**config.mk**
```make
export PLATFORM = sky130hd
export DESIGN_NAME = mux2_bus_arbiter
export DESIGN_NICKNAME = d
export VERILOG_FILES = /design/src/rtl/mux2_bus_arbiter.sv
export SDC_FILE = /design/constraint.sdc
export NUM_CORES = 1
export LEC_CHECK = 0
export CAP_MARGIN = 30
export CORE_ASPECT_RATIO = 2
export CORE_MARGIN = 4
export CORE_UTILIZATION = 43
export DETAILED_ROUTE_END_ITERATION = 16
export PLACE_DENSITY_LB_ADDON = 0.05
export SLEW_MARGIN = 25
export SYNTH_ARGS = -nofsm -noshare
export SYNTH_HDL_FRONTEND = slang
export SYNTH_SLANG_ARGS = --single-unit
```
**constraint.sdc**
```tcl
create_clock -name clk -period 3.5 [get_ports clk]
set_input_delay 0.525 -clock clk [delete_from_list [all_inputs] [get_ports clk]]
set_output_delay 0.525 -clock clk [all_outputs]
set_load 0.1 [all_outputs]
```
**src/rtl/mux2_bus_arbiter.sv**
```systemverilog
// Two-requester arbiter feeding a single registered output word and the 2:1 mux select.
// Define MUX2_ARB_FIXED_PRIO_EN for fixed priority (requester 0 wins ties); default is round-robin.
module mux2_bus_arbiter #(
    parameter int WIDTH = 16,
    parameter int CNT_W = 8
) (
    input  logic             clk,
    input  logic             rst,
    input  logic             req0,
    input  logic [WIDTH-1:0] in0,
    input  logic             req1,
    input  logic [WIDTH-1:0] in1,
    output logic             gnt0,
    output logic             gnt1,
    output logic             s,
    output logic [WIDTH-1:0] out,
    output logic             valid,
    input  logic             ready,
    output logic [CNT_W-1:0] cnt0,
    output logic [CNT_W-1:0] cnt1
);

    logic space;
    logic last;

    assign space = !valid || ready;

    always_comb begin
        gnt0 = 1'b0;
        gnt1 = 1'b0;
        if (space && !rst) begin
`ifdef MUX2_ARB_FIXED_PRIO_EN
            if (req0) begin
                gnt0 = 1'b1;
            end else if (req1) begin
                gnt1 = 1'b1;
            end
`else
            // On a tie, favour whichever requester was not granted last.
            if (req0 && req1) begin
                gnt0 = last;
                gnt1 = !last;
            end else begin
                gnt0 = req0;
                gnt1 = req1;
            end
`endif
        end
    end

    always_ff @(posedge clk) begin
        if (rst) begin
            out   <= '0;
            s     <= 1'b0;
            valid <= 1'b0;
            last  <= 1'b1;
            cnt0  <= '0;
            cnt1  <= '0;
        end else if (gnt0 || gnt1) begin
            out   <= gnt1 ? in1 : in0;
            s     <= gnt1;
            valid <= 1'b1;
            last  <= gnt1;
            if (gnt1) begin
                cnt1 <= cnt1 + 1'b1;
            end else begin
                cnt0 <= cnt0 + 1'b1;
            end
        end else if (valid && ready) begin
            valid <= 1'b0;
        end
    end

endmodule

```
# After elaboration in Yosys (flattened, before gate mapping)
# Index checks and enable logic that the tools add are counted.
word_totals:
  register_bits: 35
  wordCells: 27
classes:
  add_sub_neg: 2
  n_mux: 7
  bitwise_logic: 1
  n_reduce_logical: 11
op_table:
  columns: ["operator", "count"]
  rows:
  - ["adder 8 x 1 -> 8 bit (second input constant)", 2]
  - ["2-to-1 mux 16 bit", 1]
  - ["2-to-1 mux 1 bit", 6]
  - ["AND reduction 2 bit", 2]
  - ["logical AND 1 bit", 3]
  - ["logical NOT 1 bit", 3]
  - ["logical OR 1 bit", 2]
  - ["nonzero test 2 bit", 1]
  - ["NOT 1 bit", 1]

# Longest topological paths before layout
logic_depth:
  ltp_word: 6
  ltp_mapped: 6
  mapped_depth_nobuf: 5

# Least setup slack after synthesis
# Ideal clock, no wire load.
synth_timing:
  path_kind: "reg-to-output"
  from: "register valid"
  to: "output port gnt1"
  arrival_ns: 1.748
  setup_slack_ns: 1.227
  stages_incl_launch_ff: 5
  n_path_buf: 1
  path_cell_list: "dfxtp_1 nand2b_2 nand3_1 inv_1 buf_2"
synth_between:
  elab_chain_len: 4
synth_rtl:
  columns: ["element", "line_no", "text"]
  rows:
  - ["from (decl)", "17", "output logic valid,"]
  - ["from (signal assigned)", "55", "valid <= 1'b0;"]
  - ["from (signal assigned)", "62", "valid <= 1'b1;"]
  - ["from (signal assigned)", "70", "valid <= 1'b0;"]
  - ["logical NOT 1 bit", "26", "assign space = !valid || ready;"]
  - ["logical OR 1 bit", "26", null]
  - ["logical AND 1 bit", "31", "if (space && !rst) begin"]
  - ["2-to-1 mux 1 bit", "31", null]
  - ["to (decl)", "14", "output logic gnt1,"]
# Every way passes these cells.

# Final worst setup path
layout_timing:
  from: "register cnt1[2]"
  to: "output port cnt1[2]"
layout_lines:
  columns: ["element", "line_no", "text"]
  rows:
  - ["from (decl)", "20", "output logic [CNT_W-1:0] cnt1"]
  - ["from (signal assigned)", "65", "cnt1 <= cnt1 + 1'b1;"]
# No word-level cell between the ends.

==> results.cfg <==
[routing]
wire_per_inst_um = 14.5
viasPerCell = 5.47
ant_nets = 0
drt_iter0_markers = 17
drt-total-wl_um = 4190
firstDrtPassIters = 4
drc = 0
vias = 1587

[synthesis]
yosysSeqAreaShare_pct = 46.3
ys_types = 30
yosys_warnings = 0
syn_avg_cell_area_sq_um = 8.18
synth_nets = 224
syn_area_sq_um = 1510
synth-seq-cells = 35
syn_inst = 185

[setup_path]
worst_r2r_startpoint = last
arrival_ns = 1.90
slowest_delay_ns = 1.17
cp-startpoint = cnt1[2]
crit_required_ns = 2.97
crit_path_max_fanout = 6
crit_family = buffers and inverters
cp_num_buf_inv = 1
ff2ff_path_depth = 7
end_kind = output pin
timing.critical_path.to = cnt1[2]
startpoint_type = register
crit_slowest_cell = clkdlybuf4s50_1
crit_type = register to output pin
path_depth = 1
reg2reg_slack_ns = 1.86
r2r_end = out[4]
crit_chain = clkdlybuf4s50_1

[sta]
tightest_slew_ns = 1.03
setup_viol = 0
rsz0062_at_grt = no
post-route-min-period_ns = 2.43
period_share_pct = 69.3
totalNegativeSetupSlack_ns = 0
relSlewSlack_pct = 30.9
skew_ns = 0.00835
max_freq_ghz = 0.412
final-hold-violation-count = 0
drv_slew = 0

[power_and_ir_drop]
power_frac_seq_pct = 37.1
p_clk_share_pct = 36.9
p_leak_nw = 0.879
power.internal_w = 0.000798
p_sw_w = 0.000367
powerDensity_nw_per_um2 = 482
p_sw_share_pct = 31.5
combPwrFrac_pct = 26.0
ir_drop_mv = 0.399

[clock_network]
clkSinkCount = 35
clk_pin_slew_ns = 0.08
cts_tree = done
clock_latency_ns = 0.29
htreeDepth = 2
clk_path_buf_depth = 2
cts_setup_buffers = 0
hold_buffers = 0
cts_resized = 0
cts_root_buf = clkbuf_8
numCtsBuffers = 5

[run_status]
outcome = finished clean

[flow_run]
cap_violations = 0

[min_path]
hold_class = register to register

[grt]
antenna_found_initial = 0
grt_usage_pct = 19.4
grt_start_max_net_pins = 30
grt_pass1_wl_um = 6750
overflow = 0
grt_pass1_vias = 1497

[placed_design]
place_hpwl_um = 3090
dp.cells = 282
io_buffer_count = 72
gp_congestion = 0.771

[cells_and_area]
final_cell_mix = 70 x clkdlybuf4s50_1, 35 x dfxtp_1, 28 x nand2_1
fillers = 265
final_common_cell = clkdlybuf4s50_1
drive_gt1_share_pct = 7.36
diodes = 0
syn_to_final_growth_pct = 59.7
nets = 296
instances_no_fill = 290

[floorplanning]
die-area_sq_um = 4590
initial_core_util_pct = 44.8
die_h_um = 91.9
ioPinCount = 73
die_width_um = 50.0
rows = 30
coreArea_sq_um = 3380
## layout make-up
type,instances,area [sq um],area share (%)
Timing Repair Buffer,77,778,32.2
Multi-Input combinational cell,135,751,31.1
Sequential cell,35,701,29.0
Clock buffer,5,68.8,2.85
Clock inverter,3,67.6,2.80
Tap cell,32,40.0,1.66
Inverter,3,11.3,0.466
## synthesized netlist by cell type
library cell / instances / area share (%)
a211oi_1: 16 / 7.9
clkbuf_1: 6 / 1.5
and3_1: 2 / 0.83
buf_1: 1 / 0.25
dfxtp_1: 35 / 46
or3_1: 3 / 1.2
o211ai_1: 1 / 0.50
o31ai_1: 4 / 2.0
nand2b_2: 1 / 0.58
o21ai_0: 5 / 1.7
or3b_1: 1 / 0.58
inv_1: 2 / 0.50
and4_1: 2 / 1.2
o41ai_1: 1 / 0.58
a21oi_1: 26 / 8.6
xnor2_1: 2 / 1.2
ha_1: 2 / 1.7
nor2_1: 21 / 5.2
inv_2: 1 / 0.25
xor2_1: 2 / 1.2
nand2_1: 28 / 6.9
nand2b_1: 1 / 0.41
a21oi_2: 1 / 0.58
nand4_1: 3 / 1.2
o311ai_0: 1 / 0.58
mux2i_1: 1 / 0.66
buf_2: 5 / 1.7
nand3_1: 7 / 2.3
a31o_2: 1 / 0.58
or4_1: 3 / 1.5
## state kept, by name (all words and copies together), names as in the netlist
name / count
valid: 1
out: 16
cnt0: 8
s: 1
cnt1: 8
last: 1
## kinds of logic (layout without fill, tap and decap cells)
| group | after synthesis | after routing | synth area share (%) |
|---|---|---|---|
| xor gates and xnor gates | 4 | 4 | 2.31 |
| buffers and inverters | 15 | 88 | 4.13 |
| DFF | 35 | 35 | 46.3 |
| AOI/OAI and AO/OA | 56 | 56 | 23.0 |
| adders and majority gates | 2 | 2 | 1.65 |
| muxes | 1 | 1 | 0.661 |
| and+or+nand+nor | 72 | 72 | 22.0 |
## routing by layer
metal,vias to the layer above,part of all wire (%),track usage [%]
met3,8,6.1,6.67
li1,802,-,-
met1,726,38,17.8
met4,0,2.5,9.24
met2,51,54,36.4
met5,-,0,0
## worst register-to-register path: cells and delay by family (launching register included)
kind,cells,cell delay [ns]
AOI/OAI and AO/OA,3,0.51
buffers and inverters,3,0.62
DFF,1,0.34
and+or+nand+nor,1,0.09
## per-stage QoR
stage	cell area (sq um)	hold slack, ns	setup WS, ns	util [%]	power (W)
final	2420	0.458	1.07	71.6	0.00116
after global routing	2420	0.477	1.01	71.6	0.00121
after CTS	2420	0.459	1.06	71.6	0.00118
after detailed placement	2280	0.448	1.12	67.5	0.000744
after global placement	2280	0.445	1.14	67.5	0.000742
after floorplan	1510	0.523	1.23	-	0.000643
## worst min path at each step
stage	start	endpoint	slack (ns)	cells after the start
2_1_floorplan	last	last	0.52	2
3_3_place_gp	out[7]	out[7]	0.45	2
3_5_place_dp	out[6]	out[6]	0.45	2
4_1_cts	out[6]	out[6]	0.46	2
5_1_grt	out[6]	out[6]	0.48	2
6_report	out[6]	out[6]	0.46	2
## power groups by stage
stage / sequential (W) / clock, W / combinational, W
finish: 0.000432 / 0.000430 / 0.000302
global route: 0.000435 / 0.000456 / 0.000315
CTS: 0.000432 / 0.000440 / 0.000304
detailed placement: 0.000441 / 0 / 0.000304
global placement: 0.000440 / 0 / 0.000302
floorplan: 0.000579 / 0 / 0.0000635
No activity file was read; power rests on OpenSTA's default activity.
==> edit 1: new RTL, config.mk and constraints unchanged <==
The option `MUX2_ARB_FIXED_PRIO_EN` is turned on by a define.
--- a/src/rtl/mux2_bus_arbiter.sv
+++ b/src/rtl/mux2_bus_arbiter.sv
@@ -1,5 +1,7 @@
 // Two-requester arbiter feeding a single registered output word and the 2:1 mux select.
 // Define MUX2_ARB_FIXED_PRIO_EN for fixed priority (requester 0 wins ties); default is round-robin.
+`define MUX2_ARB_FIXED_PRIO_EN
+
 module mux2_bus_arbiter #(
     parameter int WIDTH = 16,
     parameter int CNT_W = 8
Check against the original RTL: not equivalent (Yosys sat finds a counterexample within 4 cycles, from zero or initial values and one cycle with rst high).
==> edit 1 against the unedited design <==
- design area is 1.0% lower
- critical path type is now in2out
- clock skew decreased by 0.67 ps
- non-clock buffer count shrank 2
- sequential cell count fell by 1
- maximum frequency decreased by 10%
- wire length is 0.79% lower
- setup slack worse by 280 ps
- area after synthesis up 1.7%
- global-route usage decreased by 1.1 points
- total power down 12%
- synthesized cell count down 9.7%
- cell count down 1.0%
- combinational power increased by 3%
- via count decreased by 4.8%
- highest routed layer unchanged
==> edit 1: results (changes against the unedited design) <==
* Status: completed
* Layout cells sized above 1 at 0.0879 (+0.0142)
* Diode count at 0 (unchanged)
* Final net count at 277 (-6.4%)
* Prevailing post-synth register cell: dfxtp_1
* Crit path max-delay family: buffers and inverters
* Filler cells at 269 (+1.5%)
* Layout Skew at 7.67 ps (-0.674 ps)
* Leakage at 0.833 nW (-5.1%)
* RR Startpoint: valid$_SDFFE_PP0P_
* Max VDD drop at 0.307 mV (-23%)
* Synth cell types at 36 (+20%)
* Ranking of synthesized cells by area: dfxtp_1, o21a_1, o22ai_1
* Worst path arrival time at 2180 ps (+280 ps)
* GP Congestion at 0.770 (-0.22%)
* DP HPWL at 3.19 mm (+3.5%)
* Place WS at 784 ps (-341 ps)
* Critical path startpoint: req0
* Largest net degree at the start of global routing at 26 (-13%)
* Critical-path maximum fanout at 17 (+11)
* Worst path max stage delay at 530 ps (-640 ps)
* WL/cell at 14.5 um (+0.25%)
* First-pass DRT Iterations at 4 (unchanged)
* R2r endpoint: out[11]$_SDFFE_PP0P_
* Sequential element share of the synthesized area at 0.442 (-0.0205)
* Worst Reg-to-Reg Cells at 4 (-3)
* Rel. slew slack at 0.332 (+0.0223)
* Switch share at 0.352 (+0.0372)
* Drt via density at 5.26 (-3.8%)
* Final WS setup at 797 ps (-278 ps)
* Skew-Pair Late Insertion Delay at 280 ps
* Post-synth top cells: dfxtp_1, a21oi_1, o21a_1, o22ai_1, nor2_1
* First-pass GRT wire length at 6.59 mm (-2.4%)
* Mapped Nets at 206 (-8.0%)
* Hold Path Stages at 1 (-1)
* Hold Crit Endpoint: out[10]$_SDFFE_PP0P_
* Vias in the first global route at 1512 (+1.0%)
* Min-delay src: out[10]$_SDFFE_PP0P_
* R2R setup slack at 1830 ps (-30 ps)
* DRT iter0 DRCs at 28 (+11)
* Gr usage total at 0.183 (-0.0106)
* Initial antenna violation count at 0 (unchanged)
* Worst Setup EP: gnt0
-- edit 1: power by group through the flow --
| stage | clock [mW] | sequential [mW] | combinational [mW] |
|---|---|---|---|
| floorplan | 0 | 0.569 | 0.0734 |
| global placement | 0 | 0.428 | 0.310 |
| detailed placement | 0 | 0.429 | 0.313 |
| CTS | 0.309 | 0.421 | 0.313 |
| global route | 0.322 | 0.422 | 0.326 |
| finish | 0.295 | 0.421 | 0.312 |
-- edit 1: kinds of logic after synthesis --
group	after synthesis	share of synthesized area
flip-flops	34	0.442
AO/OA/AOI/OAI	56	0.225
AND/OR/NAND/NOR	50	0.200
multiplexers	2	0.0130
XOR/XNOR	10	0.0569
adder cells (fa/ha/maj)	2	0.0163
buffers and inverters	13	0.0463
-- edit 1: routing by layer --
layer	vias up	GRT usage	routed length [um]
li1	744	-	-
met1	716	0.169	1510
met2	46	0.346	2350
met3	5	0.0580	246
met4	0	0.0876	52
met5	-	0	0
-- edit 1: metrics by stage --
stage | total power, mW | util | hold slack, ps | cells | cell area, um2
after detailed placement | 0.742 | 0.673 | 452 | 279 | 2300
after global routing | 1.07 | 0.700 | 480 | 287 | 2390
final | 1.03 | 0.700 | 466 | 287 | 2390
after floorplan | 0.643 | - | 713 | 167 | 1540
after CTS | 1.04 | 0.700 | 467 | 287 | 2390
after global placement | 0.738 | 0.673 | 450 | 279 | 2300
-- edit 1: layout make-up --
class | count | area share
clock buffer | 7 | 0.0361
clock inverter | 1 | 0.00209
inverter | 2 | 0.00314
multi-input combinational | 120 | 0.330
sequential | 34 | 0.285
tap | 48 | 0.0251
timing repair buffer | 75 | 0.319
==> edit 2: new RTL, same settings <==
Made on the original files. Make the reset (`rst`) asynchronous in one clocked block.
--- a/src/rtl/mux2_bus_arbiter.sv
+++ b/src/rtl/mux2_bus_arbiter.sv
@@ -48,7 +48,7 @@
         end
     end
 
-    always_ff @(posedge clk) begin
+    always_ff @(posedge clk or posedge rst) begin
         if (rst) begin
             out   <= '0;
             s     <= 1'b0;
Behaviour: differs if rst is asserted again (counterexample within 4 cycles, from zero or initial values and one cycle with rst high); with rst held inactive, the same outputs for 10 cycles.
==> edit 2 against the unedited design <==
- sequential cell count did not move
- area after synthesis increased by 5.9%
- synthesized cell count fell by 13%
- core utilization decreased by 3.8 points
- maximum frequency is 7.2% lower
- global-route usage up 0.30 points
- setup slack got worse by 190 ps
- design area grew 1.1%
- wire length is 3.4% higher
Power is not compared: it rests on default switching activity, and its combinational part moved more than twofold at a synthesized area within 25%.
==> edit 2: results (changes against the unedited design) <==
* HP Class: reg2reg
* Gr usage total at 0.197 (+0.00303)
* PortBufs at 72 (unchanged)
* Initial antenna violation count at 0 (unchanged)
* Final net count at 273 (-7.8%)
* Sequential element share of the synthesized area at 0.547 (+0.0844)
* Rel. slew slack at 0.335 (+0.0256)
* Layout Skew at 5.46 ps (-2.89 ps)
* First-pass GRT wire length at 7.13 mm (+5.7%)
* Fin cells at 283 (-2.4%)
* DRT iter0 DRCs at 12 (-5)
* Fmax at 383 MHz (-7.2%)
* Leakage at 1.06 nW
* First-pass DRT Iterations at 4 (unchanged)
* Worst path max stage delay at 560 ps (-610 ps)
* Critical-path maximum fanout at 13 (+7)
* Synth warnings at 0 (unchanged)
* Ranking of synthesized cells by area: dfrtp_1, a21oi_1, xnor2_1
* Synth cell types at 27 (-10%)
* Ys async rst share at 1.00 (+1.00)
* Longest Clk Path Bufs at 2 (unchanged)
* Largest net degree at the start of global routing at 29 (-3.3%)
* Post-cts resize count at 0 (unchanged)
* Worst path arrival time at 2090 ps (+190 ps)
* Post-synth top cells: dfrtp_1, a21oi_1, nand2_1, nor2_1, xnor2_1
* Layout cells sized above 1 at 0.0812 (+0.00755)
* Maxcap violations at 0 (unchanged)
* Switch share at 0.539
* Max VDD drop at 0.804 mV
* Core ar. at 0.00361 mm2 (+6.8%)
* Vias in the first global route at 1467 (-2.0%)
* GR Util met1 at 0.215 (+0.0370)
* Status: completed
* Top Registers: out x16, cnt0 x8, cnt1 x8
* Max H-tree Level at 2 (unchanged)
* GR Util met3 at 0.0506 (-0.0161)
* R2R setup slack at 1970 ps (+110 ps)
* Mapped Nets at 200 (-11%)
* Met2 Track Usage GR at 0.343 (-0.0213)
* Placed Area at 0.00236 mm2 (+3.3%)
* # Post-CTS Setup Buffers at 0 (unchanged)
* Hold WS at 481 ps (+23.6 ps)
* Via count at 1441 (-9.2%)
* Diode count at 0 (unchanged)
* Skew-Pair Late Insertion Delay at 280 ps
* GP Congestion at 0.752 (-2.5%)
* Worst-path clk slew at 60 ps (-20 ps)
* Root Buffer: clkbuf_8
* Avg Cell Area, Syn at 9.96 um2 (+22%)
* DP HPWL at 3.33 mm (+7.7%)
* Slowest-stage cell, CP: o2111a_1
* Place WS at 719 ps (-406 ps)
* Total CTS buffers at 5 (unchanged)
* Crit path max-delay family: buffers and inverters
* WL/cell at 15.3 um (+6.0%)
## edit 2: layer usage
metal	routed length [um]	share of wire
met1	1550	0.36
met3	293	0.068
met5	0	0
met4	122	0.028
met2	2370	0.55
## edit 2: cells by family (layout without fill, tap and decap cells)
group / after synthesis / count (layout) / synth area share
adder cells (fa/ha/maj): 2 / 2 / 0.0156
AND/OR/NAND/NOR: 61 / 61 / 0.187
buffers and inverters: 12 / 85 / 0.0492
multiplexers: 1 / 1 / 0.00703
XOR/XNOR: 14 / 14 / 0.0765
AO/OA/AOI/OAI: 36 / 36 / 0.117
flip-flops: 35 / 35 / 0.547
## edit 2: power groups by stage
stage / Combinational (mW) / Sequential (mW) / Clock [mW]
after global placement: 1.14 / 0.599 / 0
final: 1.14 / 0.599 / 0.287
after floorplan: 0.179 / 1.27 / 0
after CTS: 1.15 / 0.599 / 0.298
after detailed placement: 1.15 / 0.603 / 0
after global routing: 1.19 / 0.615 / 0.307
## edit 2: final cells by class
cell class,instances,area (um2)
fill,312,1160
clock inverter,1,5.00
inverter,4,15.0
tap,49,61.3
sequential,35,877
clock buffer,6,82.6
multi-input combinational,114,647
timing repair buffer,74,756
## edit 2: final timing paths
| check | cells after the start | start | end |
|---|---|---|---|
| worst max-delay path | 4 | rst | gnt0 |
| worst min-delay path | 1 | cnt0[7]$_DFFE_PP0P_ | cnt0[7]$_DFFE_PP0P_ |
| worst max register to register | 2 | last$_DFFE_PP1P_ | cnt0[1]$_DFFE_PP0P_ |
| worst min register to register | 1 | cnt0[7]$_DFFE_PP0P_ | cnt0[7]$_DFFE_PP0P_ |
| max in group asynchronous | 3 | rst | cnt0[1]$_DFFE_PP0P_ |
| min in group asynchronous | 2 | rst | out[13]$_DFFE_PP0P_ |
